===== src/rtl/fifo_pkg.sv =====
// Shared FIFO definitions: default data width / depth and the helper that
// derives the pointer and fill-count width from a depth.
package fifo_pkg;

  localparam int DATA_W_DEF = 8;
  localparam int DEPTH_DEF  = 16;

  // Pointers and the count carry one extra bit so that a completely full
  // FIFO (count == DEPTH) is representable and pointer wrap is visible.
  function automatic int ptr_w(input int depth);
    return $clog2(depth) + 1;
  endfunction

endpackage


===== src/rtl/fifo_mem.sv =====
// Simple dual-port storage for the FIFO: one synchronous write port and one
// asynchronous read port. Contents are intentionally not reset.
//   clk      : write clock
//   we_i     : write enable
//   waddr_i  : write address
//   wdata_i  : write data
//   raddr_i  : read address
//   rdata_o  : read data (combinational from raddr_i)
module fifo_mem
  import fifo_pkg::*;
#(
  parameter int DATA_W = DATA_W_DEF,
  parameter int DEPTH  = DEPTH_DEF
) (
  input  logic                     clk,
  input  logic                     we_i,
  input  logic [$clog2(DEPTH)-1:0] waddr_i,
  input  logic [DATA_W-1:0]        wdata_i,
  input  logic [$clog2(DEPTH)-1:0] raddr_i,
  output logic [DATA_W-1:0]        rdata_o
);

  logic [DATA_W-1:0] mem_q [DEPTH];

  // Storage write port
  always_ff @(posedge clk) begin
    if (we_i) begin
      mem_q[waddr_i] <= wdata_i;
    end
  end

  assign rdata_o = mem_q[raddr_i];

endmodule


===== src/rtl/param_sync_fifo.sv =====
// Parameterised single-clock FIFO with registered status flags, sticky
// overflow/underflow flags, synchronous flush and optional first-word-fall-
// through read data.
//   clk, rstn        : clock, asynchronous active-low reset
//   i_wren, i_wrdata : write request and data
//   i_rden           : read request
//   i_flush          : empty the FIFO at the next edge
//   i_clr_err        : clear sticky error flags
//   o_rddata         : read data (registered, or head entry when FWFT=1)
//   o_full/o_alm_full/o_empty/o_alm_empty : status decoded from fill level
//   o_count          : fill level
//   o_overflow/o_underflow : sticky rejected-write / rejected-read flags
module param_sync_fifo
  import fifo_pkg::*;
#(
  parameter int DATA_W       = DATA_W_DEF,
  parameter int DEPTH        = DEPTH_DEF,
  parameter int FWFT         = 0,
  parameter int ALM_FULL_TH  = DEPTH - 2,
  parameter int ALM_EMPTY_TH = 2
) (
  input  logic                      clk,
  input  logic                      rstn,
  input  logic                      i_wren,
  input  logic                      i_rden,
  input  logic [DATA_W-1:0]         i_wrdata,
  input  logic                      i_flush,
  input  logic                      i_clr_err,
  output logic [DATA_W-1:0]         o_rddata,
  output logic                      o_full,
  output logic                      o_alm_full,
  output logic                      o_empty,
  output logic                      o_alm_empty,
  output logic [ptr_w(DEPTH)-1:0]   o_count,
  output logic                      o_overflow,
  output logic                      o_underflow
);

  localparam int CW = ptr_w(DEPTH);
  localparam int AW = CW - 1;
  localparam logic [CW-1:0] FULL_LV = CW'(DEPTH);
  localparam logic [CW-1:0] AF_LV   = CW'(ALM_FULL_TH);
  localparam logic [CW-1:0] AE_LV   = CW'(ALM_EMPTY_TH);

  // Reject illegal configurations while elaborating.
  if ((DEPTH < 4) || ((DEPTH & (DEPTH - 1)) != 0)) begin : g_bad_depth
    $error("param_sync_fifo: DEPTH must be a power of two >= 4");
  end
  if ((ALM_FULL_TH < 1) || (ALM_FULL_TH > DEPTH - 1)) begin : g_bad_afth
    $error("param_sync_fifo: ALM_FULL_TH out of range 1..DEPTH-1");
  end
  if ((ALM_EMPTY_TH < 1) || (ALM_EMPTY_TH > DEPTH - 1)) begin : g_bad_aeth
    $error("param_sync_fifo: ALM_EMPTY_TH out of range 1..DEPTH-1");
  end
  if (DATA_W < 1) begin : g_bad_dw
    $error("param_sync_fifo: DATA_W must be >= 1");
  end

  logic [CW-1:0]     wr_ptr_q, wr_ptr_d;
  logic [CW-1:0]     rd_ptr_q, rd_ptr_d;
  logic [CW-1:0]     count_q, count_d;
  logic              full_q, empty_q, afull_q, aempty_q;
  logic              ovf_q, ovf_d, unf_q, unf_d;
  logic              wr_ok_s, rd_ok_s;
  logic [DATA_W-1:0] mem_rdata_s;

  // A read needs data present; a write into a full FIFO is allowed only
  // when a read frees the head slot in the same cycle.
  assign rd_ok_s = i_rden & ~empty_q;
  assign wr_ok_s = i_wren & (~full_q | rd_ok_s);

  fifo_mem #(
    .DATA_W (DATA_W),
    .DEPTH  (DEPTH)
  ) u_mem (
    .clk     (clk),
    .we_i    (wr_ok_s & ~i_flush),
    .waddr_i (wr_ptr_q[AW-1:0]),
    .wdata_i (i_wrdata),
    .raddr_i (rd_ptr_q[AW-1:0]),
    .rdata_o (mem_rdata_s)
  );

  // Next-state for pointers, fill level and sticky error flags
  always_comb begin
    wr_ptr_d = wr_ptr_q;
    rd_ptr_d = rd_ptr_q;
    count_d  = count_q;
    if (i_flush) begin
      wr_ptr_d = {CW{1'b0}};
      rd_ptr_d = {CW{1'b0}};
      count_d  = {CW{1'b0}};
    end else begin
      if (wr_ok_s) begin
        wr_ptr_d = wr_ptr_q + CW'(1);
      end else begin
        wr_ptr_d = wr_ptr_q;
      end
      if (rd_ok_s) begin
        rd_ptr_d = rd_ptr_q + CW'(1);
      end else begin
        rd_ptr_d = rd_ptr_q;
      end
      case ({wr_ok_s, rd_ok_s})
        2'b10:   count_d = count_q + CW'(1);
        2'b01:   count_d = count_q - CW'(1);
        default: count_d = count_q;
      endcase
    end

    // A new error in the same cycle takes priority over the clear.
    if (i_wren & ~wr_ok_s) begin
      ovf_d = 1'b1;
    end else if (i_clr_err) begin
      ovf_d = 1'b0;
    end else begin
      ovf_d = ovf_q;
    end
    if (i_rden & ~rd_ok_s) begin
      unf_d = 1'b1;
    end else if (i_clr_err) begin
      unf_d = 1'b0;
    end else begin
      unf_d = unf_q;
    end
  end

  // State registers; flags are decoded from the next count so they track
  // the registered count exactly.
  always_ff @(posedge clk or negedge rstn) begin
    if (!rstn) begin
      wr_ptr_q <= {CW{1'b0}};
      rd_ptr_q <= {CW{1'b0}};
      count_q  <= {CW{1'b0}};
      full_q   <= 1'b0;
      empty_q  <= 1'b1;
      afull_q  <= 1'b0;
      aempty_q <= 1'b1;
      ovf_q    <= 1'b0;
      unf_q    <= 1'b0;
    end else begin
      wr_ptr_q <= wr_ptr_d;
      rd_ptr_q <= rd_ptr_d;
      count_q  <= count_d;
      full_q   <= (count_d == FULL_LV);
      empty_q  <= (count_d == {CW{1'b0}});
      afull_q  <= (count_d >= AF_LV);
      aempty_q <= (count_d <= AE_LV);
      ovf_q    <= ovf_d;
      unf_q    <= unf_d;
    end
  end

  if (FWFT != 0) begin : g_fwft
    // Head entry is shown directly; forced to zero while empty so reset
    // leaves the output at zero.
    assign o_rddata = empty_q ? {DATA_W{1'b0}} : mem_rdata_s;
  end else begin : g_regrd
    logic [DATA_W-1:0] rddata_q;

    // Registered read data: captures the head on an accepted, non-flushed read
    always_ff @(posedge clk or negedge rstn) begin
      if (!rstn) begin
        rddata_q <= {DATA_W{1'b0}};
      end else if (rd_ok_s & ~i_flush) begin
        rddata_q <= mem_rdata_s;
      end else begin
        rddata_q <= rddata_q;
      end
    end

    assign o_rddata = rddata_q;
  end

  assign o_full      = full_q;
  assign o_alm_full  = afull_q;
  assign o_empty     = empty_q;
  assign o_alm_empty = aempty_q;
  assign o_count     = count_q;
  assign o_overflow  = ovf_q;
  assign o_underflow = unf_q;

endmodule


===== config.mk =====
export PLATFORM = sky130hd
export DESIGN_NAME = param_sync_fifo
export DESIGN_NICKNAME = d
export VERILOG_FILES = /design/src/rtl/fifo_pkg.sv /design/src/rtl/fifo_mem.sv /design/src/rtl/param_sync_fifo.sv
export SDC_FILE = /design/constraint.sdc
export NUM_CORES = 1
export LEC_CHECK = 0
export ABC_AREA = 1
export BUFFER_PORTS_ARGS = -buffer_cell sky130_fd_sc_hd__buf_2
export CAP_MARGIN = 15
export CORE_UTILIZATION = 43
export CTS_BUF_LIST = sky130_fd_sc_hd__clkbuf_8 sky130_fd_sc_hd__clkbuf_16
export DETAILED_ROUTE_END_ITERATION = 7
export PLACE_DENSITY = 0.71
export SYNTH_ARGS = -nofsm -noshare
export SYNTH_HDL_FRONTEND = slang
export SYNTH_SLANG_ARGS = --single-unit
export TNS_END_PERCENT = 50

===== constraint.sdc =====
create_clock -name clk -period 3.45 [get_ports clk]
set_input_delay 0.5175 -clock clk [delete_from_list [all_inputs] [get_ports clk]]
set_output_delay 0.5175 -clock clk [all_outputs]
set_load 0.005 [all_outputs]

### Yosys cells after proc, flatten, opt, wreduce, memory -nomap -nowiden

Memories as Yosys holds them, arrays and structs flattened. A register that Yosys moved wholly into a read port is not among the register bits.
Cells that the tools add are included.

* equal/unequal tests: 3
* mux-type cells: 11
* reductions and logical operators: 6
* bitwise operators: 12
* $lt $le $gt $ge: 2
* $add $sub $neg: 4

Operator list (number)
* $mux W5: 5
* $add A5 B1 Y5 const B: 3
* $pmux W5 S2: 1
* $reduce_bool A2 Y1: 4
* $and A1 B1 Y1: 6
* $eq A5 B5 Y1 const B: 1
* $ge A5 B4 Y1 const B: 1
* $le A5 B2 Y1 const B: 1
* $logic_not A5 Y1: 1
* $mux W1: 5
* $not A1 Y1: 5
* $sub A5 B1 Y5 const B: 1
* $eq A2 B1 Y1 const B: 1
* $eq A2 B2 Y1 const B: 1
* $logic_not A1 Y1: 1
* $or A1 B1 Y1: 1

* RAM bits: 128
* flip-flop bits (word level): 21
* output and inout bits: 19
* memories: 1
* logic and storage cells: 48
* input port bits: 14

Memories
* u_mem.mem_q: words 16, width 8, read ports 1, clocked after memory_dff 1, write ports 1, line fifo_mem.sv:23 `logic [DATA_W-1:0] mem_q [DEPTH];`

### Logic depth before layout (Yosys ltp)

Gate-level depths: netlist of the first run.

* depth in word-level cells: 8
* gate-level depth with buffers: 18
* mapped depth without buffers: 18

### Cells and area by module

From an unflattened synthesis of the first run, not the netlist that was laid out.

* cell total of the unflattened synthesis: 717
* area total of the unflattened synthesis: 6999.2 um^2

Modules (own cells, without submodules)
* fifo_mem: area each 5606.6 um^2, sequential area each 3843.7 um^2, times used 1, cells each 543
* param_sync_fifo: area each 1392.6 um^2, sequential area each 678.2 um^2, times used 1, cells each 174

### Worst setup path before layout of the first run

OpenSTA, ideal clock, no wires.

* path kind: flip-flop to flip-flop
* start point: reg empty_q, in the netlist o_empty
* end point: reg empty_q, in the netlist o_empty
* path slack: 1.211 ns
* cell stages (with the launch flop): 17
* period minus slack after synthesis: 2.239 ns
* data arrival time: 2.172 ns
* cells stage by stage: dfstp_2 inv_1 nand2_2 nand2_1 nand2_1 ha_1 nand2_1 inv_1 nor2_4 ha_1 nor2_1 nor2_1 nand2_2 nand2_1 a21oi_1 nand2_1 nor2_1

* cells in the longest elaborated chain, start to end: 8

Ends and longest elaborated chain
* start, declared: line param_sync_fifo.sv:62 `logic full_q, empty_q, afull_q, aempty_q;`
* start signal, assigned: line param_sync_fifo.sv:146 `empty_q <= (count_d == {CW{1'b0}});`
* $not A1 Y1 *: line param_sync_fifo.sv:69 `assign rd_ok_s = i_rden & ~empty_q;`
* $and A1 B1 Y1 *: line param_sync_fifo.sv:69
* $or A1 B1 Y1: line param_sync_fifo.sv:70 `assign wr_ok_s = i_wren & (~full_q | rd_ok_s);`
* $and A1 B1 Y1: line param_sync_fifo.sv:70
* $eq A2 B1 Y1 / $eq A2 B2 Y1 (equally long branches): line param_sync_fifo.sv:104 `case ({wr_ok_s, rd_ok_s})`
* $pmux W5 S2 *: line param_sync_fifo.sv:104
* $mux W5 *: line param_sync_fifo.sv:89 `if (i_flush) begin`
* $logic_not A5 Y1 *: line param_sync_fifo.sv:146

Every way passes the cells marked *; elsewhere a longest branch is shown, timed or not.
A chain may end at the register's enable or synchronous reset.

### Final worst setup path of the first run

* start point: reg empty_q, in the netlist o_empty
* end point: reg empty_q, in the netlist o_empty

* cells in the longest elaborated chain, start to end: 8

Ends and longest elaborated chain
* $not A1 Y1 *: line param_sync_fifo.sv:69
* $and A1 B1 Y1 *: line param_sync_fifo.sv:69
* $or A1 B1 Y1: line param_sync_fifo.sv:70
* $and A1 B1 Y1: line param_sync_fifo.sv:70
* $eq A2 B1 Y1 / $eq A2 B2 Y1 (equally long branches): line param_sync_fifo.sv:104
* $pmux W5 S2 *: line param_sync_fifo.sv:104
* $mux W5 *: line param_sync_fifo.sv:89
* net count_d[4]: line param_sync_fifo.sv:61 `logic [CW-1:0] count_q, count_d;`
* $logic_not A5 Y1 *: line param_sync_fifo.sv:146

Mark *: on every way through the listed nets, which the timed path passes. The rest lies on a longest branch.

==> report_table.html, run 1 <==
<table>
<tr><th>Metric</th><th>Value</th></tr>
<tr><th colspan="2">Clock network</th></tr>
<tr><td>Number of buffers inserted by post-CTS setup repair</td><td>0</td></tr>
<tr><td>Clock latency at the later pin of the worst-skew pair</td><td>0.42 ns</td></tr>
<tr><td>Root buffer cell</td><td>sky130_fd_sc_hd__clkbuf_16</td></tr>
<tr><td>CTS resizes</td><td>0</td></tr>
<tr><td>CTS tree</td><td>done</td></tr>
<tr><td>Deepest level of the CTS H-tree</td><td>4</td></tr>
<tr><td>Reg clk slew, reported paths</td><td>0.06 ns</td></tr>
<tr><td>Post-CTS Hold Fix Bufs</td><td>0</td></tr>
<tr><td>Clock tree sinks</td><td>155</td></tr>
<tr><td>Max Buffers Root-to-Sink</td><td>2</td></tr>
<tr><td>Number of buffers added by the clock tree synthesis step</td><td>17</td></tr>
<tr><th colspan="2">Routing</th></tr>
<tr><td>DRC errors left</td><td>0</td></tr>
<tr><td>Drt via density</td><td>5.45</td></tr>
<tr><td>Detailed-route via count</td><td>4550</td></tr>
<tr><td>Initial detailed-routing violation count</td><td>~350</td></tr>
<tr><td>Drt wl/cell</td><td>17.8 um</td></tr>
<tr><td>Number of iterations in the first detailed-routing pass</td><td>5</td></tr>
<tr><td>Final Routed Wirelength</td><td>14800 um</td></tr>
<tr><td>Number of routed nets with antenna violations</td><td>0</td></tr>
<tr><th colspan="2">Flow run</th></tr>
<tr><td>Number of maximum-capacitance constraint violations</td><td>0</td></tr>
<tr><th colspan="2">Pwr</th></tr>
<tr><td>Max IR drop VDD</td><td>0.385 mV</td></tr>
<tr><td>Power per Cell Area</td><td>674 mW/mm2</td></tr>
<tr><td>Leakage</td><td>around 3 nW</td></tr>
<tr><th colspan="2">Synth</th></tr>
<tr><td>Post-synthesis register bit count</td><td>between 150 and 200</td></tr>
<tr><td>Number of distinct library cells after synthesis</td><td>27</td></tr>
<tr><td>Async set or reset register ratio after synthesis</td><td>17.4%</td></tr>
<tr><td>Sequential cell area fraction in the yosys report</td><td>68.3%</td></tr>
<tr><td>Biggest area contributors in the synthesized netlist</td><td>sky130_fd_sc_hd__edfxtp_1, sky130_fd_sc_hd__nand2_1, sky130_fd_sc_hd__dfrtp_1</td></tr>
<tr><td>Proportion of netlist area held by the largest area contributor</td><td>58.1%</td></tr>
<tr><td>Synthesized net count</td><td>623</td></tr>
<tr><td>Number of enable-type register cells in the synthesized netlist</td><td>128</td></tr>
<tr><td>Largest area contributor in the synthesized netlist</td><td>sky130_fd_sc_hd__edfxtp_1</td></tr>
<tr><td>Number of warnings printed during yosys synthesis</td><td>0</td></tr>
<tr><td>Mean instance size in the synthesized netlist</td><td>11.0 um2</td></tr>
<tr><td>Dominant register cell in the synthesized netlist</td><td>sky130_fd_sc_hd__edfxtp_1</td></tr>
<tr><td>Post-Syn Instances</td><td>601</td></tr>
<tr><td>Post-synthesis instance area</td><td>around 0.0066 mm2</td></tr>
<tr><td>Top post-synthesis cells by count</td><td>sky130_fd_sc_hd__nand2_1, sky130_fd_sc_hd__edfxtp_1, sky130_fd_sc_hd__nand3_1</td></tr>
<tr><td>Most numerous cell in the Yosys netlist</td><td>sky130_fd_sc_hd__nand2_1</td></tr>
<tr><th colspan="2">Floorplanning</th></tr>
<tr><td>Number of cell rows</td><td>44</td></tr>
<tr><td>Initial core utilization</td><td>44.8%</td></tr>
<tr><td>Die area</td><td>between 0.015 and 0.02 mm2</td></tr>
<tr><td>Die height</td><td>126 um</td></tr>
<tr><td>Width of the die</td><td>126 um</td></tr>
<tr><td>Number of ports placed on the die boundary</td><td>33</td></tr>
<tr><td>Core Footprint</td><td>around 0.015 mm2</td></tr>
<tr><th colspan="2">STA</th></tr>
<tr><td>Setup repair after global routing missed its margin</td><td>no</td></tr>
<tr><td>Maximum operating frequency</td><td>382 MHz</td></tr>
<tr><td>TNS Setup</td><td>0 ns</td></tr>
<tr><td>Final Max Tran Viols</td><td>0</td></tr>
<tr><td># setup viols final</td><td>0</td></tr>
<tr><td>Hold Vio Cnt, Final</td><td>0</td></tr>
<tr><td>Final clock period utilization by the worst path</td><td>between 70% and 80%</td></tr>
<tr><td>Actual transition at the worst max-transition pin</td><td>between 0.8 and 0.9 ns</td></tr>
<tr><td>Final clock skew</td><td>0.00873 ns</td></tr>
<tr><td>Fin crit period</td><td>2.62 ns</td></tr>
<tr><td>Slew margin rel.</td><td>between 40% and 50%</td></tr>
<tr><th colspan="2">Critical path</th></tr>
<tr><td>Worst setup SP type</td><td>register</td></tr>
<tr><td>Critical-path maximum fanout</td><td>6</td></tr>
<tr><td>Type of the worst setup path</td><td>reg2reg</td></tr>
<tr><td>Crit path DAT</td><td>2.98 ns</td></tr>
<tr><td>Endpoint class of the critical path</td><td>register</td></tr>
<tr><td>CP required</td><td>3.81 ns</td></tr>
<tr><th colspan="2">Global routing</th></tr>
<tr><td>Vias in the first global route</td><td>4606</td></tr>
<tr><td>Number of antenna violations at the first check in global routing</td><td>0</td></tr>
<tr><td>Wire length of the first global-routing pass</td><td>~24000 um</td></tr>
<tr><td>Overflow after GRT</td><td>0</td></tr>
<tr><td>Global Route Usage Sum</td><td>20.1%</td></tr>
<tr><td>Pin count of the biggest net entering global routing</td><td>66</td></tr>
<tr><th colspan="2">Cells and area</th></tr>
<tr><td>Cell Count, Final, Fillers Out</td><td>~840</td></tr>
<tr><td>Number of inserted filler cells in the final layout</td><td>between 1k and 1.5k</td></tr>
<tr><td>Number of inserted diodes</td><td>0</td></tr>
<tr><td>Syn-to-layout area delta</td><td>14.1%</td></tr>
<tr><td>Area taken by flip-flops and latches</td><td>0.00452 mm2</td></tr>
<tr><td>Area used by multi-input combinational logic</td><td>0.00180 mm2</td></tr>
<tr><td>Post-Layout Inst Area</td><td>around 0.0075 mm2</td></tr>
<tr><td>Number of nets in the layout</td><td>660</td></tr>
<tr><td>Ratio of cells with drive above 1 in the final layout</td><td>between 10 and 15%</td></tr>
<tr><th colspan="2">Min path</th></tr>
<tr><td>HP Class</td><td>in2async</td></tr>
<tr><th colspan="2">Placed design</th></tr>
<tr><td>Number of cells in the design after placement</td><td>803</td></tr>
<tr><td>Post-Place Cell Area</td><td>0.00694 mm2</td></tr>
<tr><td>Global placer's final weighted congestion</td><td>between 0.8 and 0.9</td></tr>
<tr><td>Count of port buffers added during placement</td><td>32</td></tr>
<tr><td>Half-perimeter wire length after placement</td><td>8980 um</td></tr>
<tr><th colspan="2">Outcome</th></tr>
<tr><td>Status</td><td>complete, no violations</td></tr>
</table>
[placed cells by master (no fill, tap or decap), drive strengths merged]
cell      netlist  final
clkbuf          1     17
bufinv          0      3
dfstp           2      2
nor3            9      9
dfrtp          25     25
a21oi           7      7
inv            29     34
clkinv          0      5
o21ai          12     12
nand2         203    203
nor2           23     23
xor2            1      1
clkinvlp        0      2
nor4            1      1
or2             2      2
buf            26     45
nand3         115    115
edfxtp        128    128
o21a            8      8
nand4           1      1
ha              8      8
[critical path: stages (launching register included)]
cell and delay, ns:
sky130_fd_sc_hd__dfstp_2 0.54, sky130_fd_sc_hd__inv_1 0.05, sky130_fd_sc_hd__nand2_2 0.13, sky130_fd_sc_hd__nand2_1 0.09, sky130_fd_sc_hd__nand2_1 0.20, sky130_fd_sc_hd__ha_1 0.35
sky130_fd_sc_hd__nand2_1 0.09, sky130_fd_sc_hd__inv_1 0.12, sky130_fd_sc_hd__nor2_4 0.04, sky130_fd_sc_hd__ha_1 0.17, sky130_fd_sc_hd__inv_1 0.07, sky130_fd_sc_hd__nand2_1 0.09
sky130_fd_sc_hd__nand3_1 0.12, sky130_fd_sc_hd__nand2_1 0.08, sky130_fd_sc_hd__nand2_1 0.07, sky130_fd_sc_hd__nand3_1 0.08, sky130_fd_sc_hd__nand2_2 0.09, sky130_fd_sc_hd__inv_1 0.07
sky130_fd_sc_hd__nor2_1 0.11
[routing by layer]
metal,vias to the layer above,track usage [%],wire length [um]
li1,2134,-,-
met5,-,0,0
met4,0,8.65,394
met3,31,4.42,856
met1,2219,25.1,6190
met2,166,33.9,7390
[power by group]
group	total, mW	internal (mW)	switching (mW)
clock network	1.91	1.15	0.758
logic	0.952	0.325	0.626
registers	2.23	2.15	0.0756
total	5.09	3.63	1.46
[layout make-up]
class	instances	area share, %
sequential	155	59.9
multi-input combinational	390	23.9
clock buffer	17	5.64
timing repair buffer	45	3.58
tap	184	3.05
clock inverter	15	2.47
inverter	29	1.44
[path summary, 6_finish.rpt]
check                      cells after the start         from          end  slack (ns)
max                                           18      o_empty      o_empty        0.83
min                                            1         rstn  o_rddata[2]        0.11
max reg2reg                                   18      o_empty      o_empty        0.83
min reg2reg                                    1  o_rddata[2]  o_rddata[2]        0.49
max in group asynchronous                      1         rstn  rd_ptr_q[0]        2.91
min in group clk                               2    i_clr_err  o_underflow        0.29
[flip-flops by register name, summed over array words and instances (netlist names)]
name and flops:
o_underflow 1, o_alm_empty 1, o_empty 1, o_overflow 1, wr_ptr_q 4, o_full 1, rd_ptr_q 4, o_rddata 8
u_mem.mem_q 128, o_alm_full 1, o_count 5
[metrics by stage]
stage | power [mW] | hold slack (ns) | worst slack [ns] | utilization (%)
global route | 5.33 | 0.150 | 0.598 | 51.2
detailed placement | 3.21 | 0.483 | 0.814 | 47.0
CTS | 5.12 | 0.118 | 0.863 | 51.2
finish | 5.09 | 0.106 | 0.830 | 51.2
floorplan | 2.92 | 0.222 | 1.21 | -
global placement | 3.17 | 0.481 | 0.959 | 47.0
[kinds of logic after synthesis]
family	after synthesis	share of synthesized area, %
AOI/OAI and AO/OA	27	2.34
xor gates and xnor gates	1	0.132
adders and majority gates	8	1.51
buffers and inverters	56	4.41
DFF	155	68.3
and+or+nand+nor	354	23.3
No activity file was read; power rests on OpenSTA's default activity.
==> run 2: changes to the inputs <==
==> constraint.sdc (replaced) <==
create_clock -name clk -period 2.5 [get_ports clk]
set_input_delay 0.375 -clock clk [delete_from_list [all_inputs] [get_ports clk]]
set_output_delay 0.375 -clock clk [all_outputs]
set_load 0.005 [all_outputs]
==> run 2 against run 1 <==
  * Register-to-register slack got worse by 0.60 ns
  * Sequential cell count stayed put
  * Die area is the same
  * Sequential share of layout area down 0.49 points
  * Via count rose by 0.84%
  * Critical path depth is the same
  * Cell area up 0.83%
  * Total power up 34%
  * Highest routed layer unchanged
  * Largest cell class unchanged
  * Global-route usage fell by 0.33 points
  * Utilization is 0.42 points higher
  * Critical endpoint unchanged
  * Setup slack got worse by 0.60 ns
  * Non-clock buffer count grew 13
==> report_table.html, run 2 (synthesis gave the netlist of run 1 again) <==
<table>
<tr><th>Metric</th><th>Value</th></tr>
<tr><th colspan="2">Outcome</th></tr>
<tr><td>Status</td><td>complete, no violations (unchanged)</td></tr>
<tr><th colspan="2">Critical path</th></tr>
<tr><td>CP required</td><td>2.86 ns (was 3.81 ns)</td></tr>
<tr><td>Max stage delay cell, worst path</td><td>sky130_fd_sc_hd__dfstp_2 (unchanged)</td></tr>
<tr><td>Type of the worst setup path</td><td>reg2reg (unchanged)</td></tr>
<tr><td>Origin of the worst setup path</td><td>o_empty (unchanged)</td></tr>
<tr><td>Crit path DAT</td><td>2.63 ns (was 2.98 ns)</td></tr>
<tr><td>Cell count along the critical path</td><td>18 (unchanged)</td></tr>
<tr><td>Endpoint class of the critical path</td><td>register (unchanged)</td></tr>
<tr><td>Delay of the slowest cell on the worst path</td><td>0.54 ns (about the same)</td></tr>
<tr><td>Worst path cell trace</td><td>inv_1, nand2_4, nand2_1, nand2_1, ha_4, nand2_1, inv_1, nor2_4, ha_1, inv_1, nand2_1, nand3_1, nand2_1, nand2_1, nand3_1, nand2_2, inv_1, nor2_1 (was inv_1, nand2_2, nand2_1, nand2_1, ha_1, nand2_1, inv_1, nor2_4, ha_1, inv_1, nand2_1, nand3_1, nand2_1, nand2_1, nand3_1, nand2_2, inv_1, nor2_1)</td></tr>
<tr><td>RR Startpoint</td><td>o_empty (unchanged)</td></tr>
<tr><td>Critical-path maximum fanout</td><td>6 (unchanged)</td></tr>
<tr><td>Cell class contributing the biggest share of worst-path delay</td><td>simple AND/OR/NAND/NOR gates (unchanged)</td></tr>
<tr><td>Worst Reg-to-Reg Cells</td><td>18 (unchanged)</td></tr>
<tr><td>Cell mode on critical path</td><td>sky130_fd_sc_hd__nand2_1 (unchanged)</td></tr>
<tr><td>Buffers plus inverters on the worst setup path</td><td>4 (unchanged)</td></tr>
<tr><td>Worst setup SP type</td><td>register (unchanged)</td></tr>
<tr><th colspan="2">Floorplanning</th></tr>
<tr><td>Number of ports placed on the die boundary</td><td>33 (unchanged)</td></tr>
<tr><td>Core Footprint</td><td>0.0148 mm2 (unchanged)</td></tr>
<tr><td>Die area</td><td>0.0159 mm2 (unchanged)</td></tr>
<tr><td>Initial core utilization</td><td>44.8% (unchanged)</td></tr>
<tr><td>Width of the die</td><td>126 um (unchanged)</td></tr>
<tr><td>Number of cell rows</td><td>44 (unchanged)</td></tr>
<tr><td>Die height</td><td>126 um (unchanged)</td></tr>
<tr><th colspan="2">Global routing</th></tr>
<tr><td>Vias in the first global route</td><td>4543 (was 4606)</td></tr>
<tr><td>Number of antenna violations at the first check in global routing</td><td>0 (unchanged)</td></tr>
<tr><td>Overflow after GRT</td><td>0 (unchanged)</td></tr>
<tr><td>Pin count of the biggest net entering global routing</td><td>66 (unchanged)</td></tr>
<tr><td>Global Route Usage Sum</td><td>19.8% (was 20.1%)</td></tr>
<tr><td>Wire length of the first global-routing pass</td><td>23500 um (was 24000 um)</td></tr>
<tr><th colspan="2">Cells and area</th></tr>
<tr><td>Syn-to-layout area delta</td><td>15.0% (was 14.1%)</td></tr>
<tr><td>Most common cell after layout, fill and taps aside</td><td>sky130_fd_sc_hd__nand2_1 (unchanged)</td></tr>
<tr><td>Number of nets in the layout</td><td>673 (was 660)</td></tr>
<tr><td>Number of inserted diodes</td><td>0 (unchanged)</td></tr>
<tr><td>Number of inserted filler cells in the final layout</td><td>1233 (was 1311)</td></tr>
<tr><td>Most used cells in the layout excluding fill and tap cells</td><td>sky130_fd_sc_hd__nand2_1, sky130_fd_sc_hd__edfxtp_1, sky130_fd_sc_hd__nand3_1 (unchanged)</td></tr>
<tr><td>Top reg by flops</td><td>u_mem.mem_q (unchanged)</td></tr>
<tr><td>Ratio of cells with drive above 1 in the final layout</td><td>16.3% (was 14.7%)</td></tr>
<tr><td>Area taken by flip-flops and latches</td><td>0.00452 mm2 (unchanged)</td></tr>
<tr><td>Area used by multi-input combinational logic</td><td>0.00183 mm2 (was 0.00180 mm2)</td></tr>
<tr><td>Post-Layout Inst Area</td><td>0.00761 mm2 (was 0.00755 mm2)</td></tr>
<tr><td>Fraction of the core area covered by cells at the end of the flow</td><td>51.6% (was 51.2%)</td></tr>
<tr><td>Flip-flop count of the largest register after layout</td><td>128 (unchanged)</td></tr>
<tr><th colspan="2">Flow run</th></tr>
<tr><td>Number of maximum-capacitance constraint violations</td><td>0 (unchanged)</td></tr>
<tr><th colspan="2">Min path</th></tr>
<tr><td>Worst hold start</td><td>i_clr_err</td></tr>
<tr><td>Worst Hold Path Cells</td><td>2</td></tr>
<tr><td>HP Class</td><td>in2reg (was in2async)</td></tr>
<tr><th colspan="2">Pwr</th></tr>
<tr><td>Max IR drop VDD</td><td>0.540 mV (was 0.385 mV)</td></tr>
<tr><td>Power share of the combinational group</td><td>19.9% (was 18.7%)</td></tr>
<tr><td>Power per Cell Area</td><td>894 mW/mm2 (was 674 mW/mm2)</td></tr>
<tr><td>Leakage</td><td>3.01 nW (was 2.97 nW)</td></tr>
<tr><td>Switch Pwr</td><td>1.99 mW (was 1.46 mW)</td></tr>
<tr><td>Sequential share of power</td><td>45.2% (was 43.8%)</td></tr>
<tr><td>Clock network power share</td><td>34.9% (was 37.5%)</td></tr>
<tr><td>Internal Power</td><td>4.81 mW (was 3.63 mW)</td></tr>
<tr><td>Switching share of power</td><td>29.3% (was 28.7%)</td></tr>
<tr><th colspan="2">Placed design</th></tr>
<tr><td>Half-perimeter wire length after placement</td><td>9140 um (was 8980 um)</td></tr>
<tr><td>Count of port buffers added during placement</td><td>32 (unchanged)</td></tr>
<tr><td>Post-Place Cell Area</td><td>0.00703 mm2 (was 0.00694 mm2)</td></tr>
<tr><td>Global placer's final weighted congestion</td><td>0.892 (was 0.861)</td></tr>
<tr><th colspan="2">Routing</th></tr>
<tr><td>DRC errors left</td><td>0 (unchanged)</td></tr>
<tr><td>Drt via density</td><td>5.41 (was 5.45)</td></tr>
<tr><td>Final Routed Wirelength</td><td>14600 um (was 14800 um)</td></tr>
<tr><td>Drt wl/cell</td><td>17.2 um (was 17.8 um)</td></tr>
<tr><td>Number of iterations in the first detailed-routing pass</td><td>5 (unchanged)</td></tr>
<tr><td>Detailed-route via count</td><td>4588 (was 4550)</td></tr>
<tr><td>Number of routed nets with antenna violations</td><td>0 (unchanged)</td></tr>
<tr><td>Initial detailed-routing violation count</td><td>376 (was 354)</td></tr>
<tr><th colspan="2">Clock network</th></tr>
<tr><td>Max Buffers Root-to-Sink</td><td>2 (unchanged)</td></tr>
<tr><td>Number of buffers added by the clock tree synthesis step</td><td>17 (unchanged)</td></tr>
<tr><td>Clock tree sinks</td><td>155 (unchanged)</td></tr>
<tr><td>Reg clk slew, reported paths</td><td>0.06 ns (about the same)</td></tr>
<tr><td>CTS tree</td><td>done (unchanged)</td></tr>
<tr><td>Deepest level of the CTS H-tree</td><td>4 (unchanged)</td></tr>
<tr><td>Root buffer cell</td><td>sky130_fd_sc_hd__clkbuf_16 (unchanged)</td></tr>
<tr><td>Clock latency at the later pin of the worst-skew pair</td><td>0.43 ns (was 0.42 ns)</td></tr>
<tr><th colspan="2">STA</th></tr>
<tr><td>Hold Vio Cnt, Final</td><td>0 (unchanged)</td></tr>
<tr><td>Actual transition at the worst max-transition pin</td><td>0.701 ns (was 0.879 ns)</td></tr>
<tr><td>Maximum operating frequency</td><td>441 MHz (was 382 MHz)</td></tr>
<tr><td>Final Max Tran Viols</td><td>0 (unchanged)</td></tr>
<tr><td>Fin crit period</td><td>2.27 ns (was 2.62 ns)</td></tr>
<tr><td>Slew margin rel.</td><td>53.3% (was 41.2%)</td></tr>
<tr><td>Final clock period utilization by the worst path</td><td>90.8% (was 75.9%)</td></tr>
<tr><td>Final clock skew</td><td>0.00854 ns (was 0.00873 ns)</td></tr>
<tr><td># setup viols final</td><td>0 (unchanged)</td></tr>
</table>
-- run 2: cell types whose count changed in the layout (fill, tap and decap cells not counted), moves of 2 or more --
cell	delta
sky130_fd_sc_hd__inv_1	+2
sky130_fd_sc_hd__bufinv_16	-2
sky130_fd_sc_hd__buf_4	+12
sky130_fd_sc_hd__inv_6	-3
-- run 2: final cells by class --
cell class	count	area share, %
Tap cell	184	3.03
Sequential cell	155	59.4
Clock inverter	15	1.66
Inverter	29	1.43
Multi-Input combinational cell	390	24.0
Clock buffer	17	5.59
Timing Repair Buffer	58	4.87
-- run 2: repair_timing --
item                                    CTS  global route
buffers inserted                          0             0
hold buffers                              1             0
endpoints found under the hold margin    25             0
endpoints found under the setup margin    0             5
gates resized for setup                   0             5
-- run 2: per-layer routing --
metal	GRT usage (%)	vias to the layer above	wire length, um
li1	-	2155	-
met1	24.4	2243	6040
met2	33.6	162	7440
met3	4.42	28	864
met4	8.43	0	245
met5	0	-	0
-- run 2: power by group through the flow --
stage	clock [mW]	sequential, mW	combinational (mW)
after floorplan	0	3.12	0.909
after global placement	0	3.13	1.28
after detailed placement	0	3.13	1.32
after CTS	2.41	3.08	1.33
after global routing	2.51	3.10	1.53
final	2.37	3.08	1.35
-- run 2: final timing paths --
check	endpoint	slack, ns
max	o_empty	0.23
min reg2reg	o_rddata[2]	0.49
min in group asynchronous	o_alm_full	0.52
max in group asynchronous	rd_ptr_q[0]	1.53
max reg2reg	o_empty	0.23
min	o_overflow	0.15
-- run 2: worst register-to-register path: cells and delay by family, from the launching register on --
family	cells	cell delay [ns]
fa+ha+maj	2	0.33
buf+inv	4	0.32
flops	1	0.54
simple gates	12	1.02
-- run 2: stage by stage --
step           cells  hold WS, ns  power, mW  setup TNS [ns]  setup slack, ns
6_report         848        0.150       6.81               0            0.230
5_1_grt          848        0.146       7.14        -0.00762         -0.00762
4_1_cts          848        0.129       6.82               0            0.186
3_5_place_dp     815        0.423       4.45               0            0.206
3_3_place_gp     815        0.408       4.40               0            0.325
2_1_floorplan    601       0.0794       4.03               0            0.261
==> run 3: changes to the inputs <==
--- a/config.mk
+++ b/config.mk
@@ -11,6 +11,7 @@
 export CORE_UTILIZATION = 43
 export CTS_BUF_LIST = sky130_fd_sc_hd__clkbuf_8 sky130_fd_sc_hd__clkbuf_16
 export DETAILED_ROUTE_END_ITERATION = 7
+export HOLD_SLACK_MARGIN = 0.02
 export PLACE_DENSITY = 0.71
 export SYNTH_ARGS = -nofsm -noshare
 export SYNTH_HDL_FRONTEND = slang
==> constraint.sdc (replaced) <==
create_clock -name clk -period 2.7 [get_ports clk]
set_input_delay 0.405 -clock clk [delete_from_list [all_inputs] [get_ports clk]]
set_output_delay 0.405 -clock clk [all_outputs]
set_load 0.005 [all_outputs]
==> run 3 against run 2 <==
  * Hold slack gained 0.035 ns
  * Die area is the same
  * Non-clock buffer count shrank 2
  * Largest cell class unchanged
  * Largest power group unchanged
==> report_table.html, run 3 (synthesis gave the netlist of run 1 again) <==
<table>
<tr><th>Metric</th><th>Value</th></tr>
<tr><th colspan="2">Placed design</th></tr>
<tr><td>Post-placement setup slack</td><td>0.195 ns (was 0.206 ns)</td></tr>
<tr><td>Number of cells in the design after placement</td><td>813 (was 815)</td></tr>
<tr><td>Global placer's final weighted congestion</td><td>0.828 (was 0.892)</td></tr>
<tr><td>Count of port buffers added during placement</td><td>32 (unchanged)</td></tr>
<tr><td>Post-Place Cell Area</td><td>0.00700 mm2 (was 0.00703 mm2)</td></tr>
<tr><td>Half-perimeter wire length after placement</td><td>9070 um (was 9140 um)</td></tr>
<tr><th colspan="2">Floorplanning</th></tr>
<tr><td>Number of cell rows</td><td>44 (unchanged)</td></tr>
<tr><td>Initial core utilization</td><td>44.8% (unchanged)</td></tr>
<tr><td>Core Footprint</td><td>0.0148 mm2 (unchanged)</td></tr>
<tr><td>Width of the die</td><td>126 um (unchanged)</td></tr>
<tr><td>Number of ports placed on the die boundary</td><td>33 (unchanged)</td></tr>
<tr><td>Die area</td><td>0.0159 mm2 (unchanged)</td></tr>
<tr><td>Die height</td><td>126 um (unchanged)</td></tr>
<tr><th colspan="2">Clock network</th></tr>
<tr><td>Number of buffers inserted by post-CTS setup repair</td><td>0 (unchanged)</td></tr>
<tr><td>Reg clk slew, reported paths</td><td>0.06 ns (about the same)</td></tr>
<tr><td>Max Buffers Root-to-Sink</td><td>2 (unchanged)</td></tr>
<tr><td>CTS tree</td><td>done (unchanged)</td></tr>
<tr><td>Root buffer cell</td><td>sky130_fd_sc_hd__clkbuf_16 (unchanged)</td></tr>
<tr><td>Deepest level of the CTS H-tree</td><td>4 (unchanged)</td></tr>
<tr><td>Clock latency at the later pin of the worst-skew pair</td><td>0.42 ns (was 0.43 ns)</td></tr>
<tr><td>Clock tree sinks</td><td>155 (unchanged)</td></tr>
<tr><td>Number of buffers added by the clock tree synthesis step</td><td>17 (unchanged)</td></tr>
<tr><th colspan="2">Cells and area</th></tr>
<tr><td>Most common cell after layout, fill and taps aside</td><td>sky130_fd_sc_hd__nand2_1 (unchanged)</td></tr>
<tr><td>Top reg by flops</td><td>u_mem.mem_q (unchanged)</td></tr>
<tr><td>Number of inserted filler cells in the final layout</td><td>1260 (was 1233)</td></tr>
<tr><td>Number of nets in the layout</td><td>671 (was 673)</td></tr>
<tr><td>Number of inserted diodes</td><td>0 (unchanged)</td></tr>
<tr><td>Most used cells in the layout excluding fill and tap cells</td><td>sky130_fd_sc_hd__nand2_1, sky130_fd_sc_hd__edfxtp_1, sky130_fd_sc_hd__nand3_1 (unchanged)</td></tr>
<tr><td>Flip-flop count of the largest register after layout</td><td>128 (unchanged)</td></tr>
<tr><td>Cell Count, Final, Fillers Out</td><td>846 (was 848)</td></tr>
<tr><td>Ratio of cells with drive above 1 in the final layout</td><td>15.4% (was 16.3%)</td></tr>
<tr><td>Syn-to-layout area delta</td><td>14.5% (was 15.0%)</td></tr>
<tr><td>Post-Layout Inst Area</td><td>0.00758 mm2 (was 0.00761 mm2)</td></tr>
<tr><th colspan="2">STA</th></tr>
<tr><td>Slew margin rel.</td><td>50.5% (was 53.3%)</td></tr>
<tr><td>Maximum operating frequency</td><td>406 MHz (was 441 MHz)</td></tr>
<tr><td>Final clock period utilization by the worst path</td><td>91.1% (was 90.8%)</td></tr>
<tr><td>Fin crit period</td><td>2.46 ns (was 2.27 ns)</td></tr>
<tr><td>Actual transition at the worst max-transition pin</td><td>0.743 ns (was 0.701 ns)</td></tr>
<tr><td>Hold Vio Cnt, Final</td><td>0 (unchanged)</td></tr>
<tr><td>Setup repair after global routing missed its margin</td><td>no</td></tr>
<tr><td>TNS Setup</td><td>0 ns (unchanged)</td></tr>
<tr><td>Final setup margin</td><td>0.239 ns (was 0.230 ns)</td></tr>
<tr><td># setup viols final</td><td>0 (unchanged)</td></tr>
<tr><td>Final Max Tran Viols</td><td>0 (unchanged)</td></tr>
<tr><td>Final clock skew</td><td>0.00804 ns (was 0.00854 ns)</td></tr>
<tr><th colspan="2">Routing</th></tr>
<tr><td>Detailed-route via count</td><td>4582 (was 4588)</td></tr>
<tr><td>Final Routed Wirelength</td><td>14600 um (about the same)</td></tr>
<tr><td>DRC errors left</td><td>0 (unchanged)</td></tr>
<tr><td>Drt via density</td><td>5.42 (was 5.41)</td></tr>
<tr><td>Initial detailed-routing violation count</td><td>475 (was 376)</td></tr>
<tr><td>Met3 Wirelength</td><td>901 um (was 864 um)</td></tr>
<tr><td>Uppermost layer routed</td><td>met4 (unchanged)</td></tr>
<tr><td>Number of routed nets with antenna violations</td><td>0 (unchanged)</td></tr>
<tr><td>Number of iterations in the first detailed-routing pass</td><td>5 (unchanged)</td></tr>
<tr><td>Met1 Routed Length</td><td>6040 um (about the same)</td></tr>
<tr><td>Metal2 WL</td><td>7310 um (was 7440 um)</td></tr>
<tr><td>Drt wl/cell</td><td>17.3 um (was 17.2 um)</td></tr>
<tr><th colspan="2">Global routing</th></tr>
<tr><td>Pin count of the biggest net entering global routing</td><td>66 (unchanged)</td></tr>
<tr><td>Global Route Usage Sum</td><td>19.7% (was 19.8%)</td></tr>
<tr><td>Overflow after GRT</td><td>0 (unchanged)</td></tr>
<tr><td>Number of antenna violations at the first check in global routing</td><td>0 (unchanged)</td></tr>
<tr><td>Vias in the first global route</td><td>4546 (was 4543)</td></tr>
<tr><td>Wire length of the first global-routing pass</td><td>23600 um (was 23500 um)</td></tr>
<tr><th colspan="2">Critical path</th></tr>
<tr><td>Endpoint class of the critical path</td><td>register (unchanged)</td></tr>
<tr><td>RR Startpoint</td><td>o_empty (unchanged)</td></tr>
<tr><td>Worst path cell trace</td><td>inv_1, nand2_2, nand2_1, nand2_1, ha_4, nand2_1, inv_1, nor2_4, ha_1, inv_1, nand2_1, nand3_1, nand2_1, nand2_1, nand3_1, nand2_2, inv_1, nor2_1 (was inv_1, nand2_4, nand2_1, nand2_1, ha_4, nand2_1, inv_1, nor2_4, ha_1, inv_1, nand2_1, nand3_1, nand2_1, nand2_1, nand3_1, nand2_2, inv_1, nor2_1)</td></tr>
<tr><td>Origin of the worst setup path</td><td>o_empty (unchanged)</td></tr>
<tr><td>Cell mode on critical path</td><td>sky130_fd_sc_hd__nand2_1 (unchanged)</td></tr>
<tr><td>Delay of the slowest cell on the worst path</td><td>0.53 ns (was 0.54 ns)</td></tr>
<tr><td>Worst setup SP type</td><td>register (unchanged)</td></tr>
<tr><td>Max stage delay cell, worst path</td><td>sky130_fd_sc_hd__dfstp_2 (unchanged)</td></tr>
<tr><td>Cell class contributing the biggest share of worst-path delay</td><td>simple AND/OR/NAND/NOR gates (unchanged)</td></tr>
<tr><td>CP required</td><td>3.06 ns (was 2.86 ns)</td></tr>
<tr><td>Critical-path maximum fanout</td><td>6 (unchanged)</td></tr>
<tr><td>Type of the worst setup path</td><td>reg2reg (unchanged)</td></tr>
<tr><td>Crit path DAT</td><td>2.82 ns (was 2.63 ns)</td></tr>
<tr><td>Buffers plus inverters on the worst setup path</td><td>4 (unchanged)</td></tr>
<tr><th colspan="2">Pwr</th></tr>
<tr><td>Power per Cell Area</td><td>835 mW/mm2 (was 894 mW/mm2)</td></tr>
<tr><td>Max IR drop VDD</td><td>0.497 mV (was 0.540 mV)</td></tr>
<tr><td>Leakage</td><td>3.00 nW (was 3.01 nW)</td></tr>
<tr><th colspan="2">Min path</th></tr>
<tr><td>Worst hold start</td><td>i_clr_err (unchanged)</td></tr>
<tr><td>HP Class</td><td>in2reg (unchanged)</td></tr>
<tr><th colspan="2">Flow run</th></tr>
<tr><td>Number of maximum-capacitance constraint violations</td><td>0 (unchanged)</td></tr>
<tr><th colspan="2">Outcome</th></tr>
<tr><td>Status</td><td>complete, no violations (unchanged)</td></tr>
</table>
## run 3: cell count changes in the layout (fill, tap and decap cells not counted)
cell and delta:
sky130_fd_sc_hd__bufinv_16 +1, sky130_fd_sc_hd__buf_4 -1, sky130_fd_sc_hd__inv_1 +1, sky130_fd_sc_hd__inv_8 -2, sky130_fd_sc_hd__nand2_1 +1, sky130_fd_sc_hd__nor2_1 +1, sky130_fd_sc_hd__clkinv_1 +1, sky130_fd_sc_hd__nand2_4 -1
sky130_fd_sc_hd__buf_12 -1, sky130_fd_sc_hd__nor2_2 -1, sky130_fd_sc_hd__inv_6 +1, sky130_fd_sc_hd__clkinv_4 -2
## run 3: layer usage
layer	global-route usage [%]	vias up
met5	0	-
met2	33.1	173
met3	4.59	27
li1	-	2155
met1	24.6	2227
met4	8.50	0
## run 3: what timing repair did
item,CTS,global route
gates resized for setup,0,2
hold buffers,1,0
endpoints found under the hold margin,25,0
setup endpoints to repair,0,4
## run 3: power by group
part | leakage (nW) | switching, mW | total [mW] | internal, mW
clock | 0.276 | 0.910 | 2.25 | 1.34
sequential | 1.49 | 0.0965 | 2.85 | 2.75
combinational | 1.24 | 0.806 | 1.23 | 0.426
total | 3.00 | 1.81 | 6.33 | 4.52
## run 3: stage by stage
step	hold slack (ns)	power (mW)	util, %
detailed placement	0.452	4.11	47.4
CTS	0.170	6.35	51.3
global placement	0.433	4.06	47.4
floorplan	0.109	3.73	-
finish	0.185	6.33	51.4
global route	0.170	6.63	51.4
## run 3: worst paths after layout
path / to / depth (start not counted) / slack (ns)
max in group asynchronous: rd_ptr_q[0] / 2 / 1.73
min in group asynchronous: wr_ptr_q[2] / 2 / 0.54
hold / removal: o_underflow / 2 / 0.18
hold reg to reg: o_rddata[2] / 1 / 0.49
setup / recovery: o_empty / 18 / 0.24
setup reg to reg: o_empty / 18 / 0.24
## run 3: area by class of cell
| cell class | count | area (um2) | share of cell area, % |
|---|---|---|---|
| Clock buffer | 17 | 425 | 5.61 |
| Clock inverter | 15 | 133 | 1.75 |
| Inverter | 29 | 109 | 1.44 |
| Multi-Input combinational cell | 390 | 1820 | 24.0 |
| Sequential cell | 155 | 4520 | 59.7 |
| Tap cell | 184 | 230 | 3.04 |
| Timing Repair Buffer | 56 | 343 | 4.52 |
## run 3: worst register-to-register path, stage by stage, from the launching register on
cell and delay [ns]:
sky130_fd_sc_hd__dfstp_2 0.53, sky130_fd_sc_hd__inv_1 0.05, sky130_fd_sc_hd__nand2_2 0.13, sky130_fd_sc_hd__nand2_1 0.09, sky130_fd_sc_hd__nand2_1 0.22, sky130_fd_sc_hd__ha_4 0.22
sky130_fd_sc_hd__nand2_1 0.05, sky130_fd_sc_hd__inv_1 0.11, sky130_fd_sc_hd__nor2_4 0.05, sky130_fd_sc_hd__ha_1 0.18, sky130_fd_sc_hd__inv_1 0.09, sky130_fd_sc_hd__nand2_1 0.11
sky130_fd_sc_hd__nand3_1 0.13, sky130_fd_sc_hd__nand2_1 0.06, sky130_fd_sc_hd__nand2_1 0.06, sky130_fd_sc_hd__nand3_1 0.07, sky130_fd_sc_hd__nand2_2 0.09, sky130_fd_sc_hd__inv_1 0.05
sky130_fd_sc_hd__nor2_1 0.11
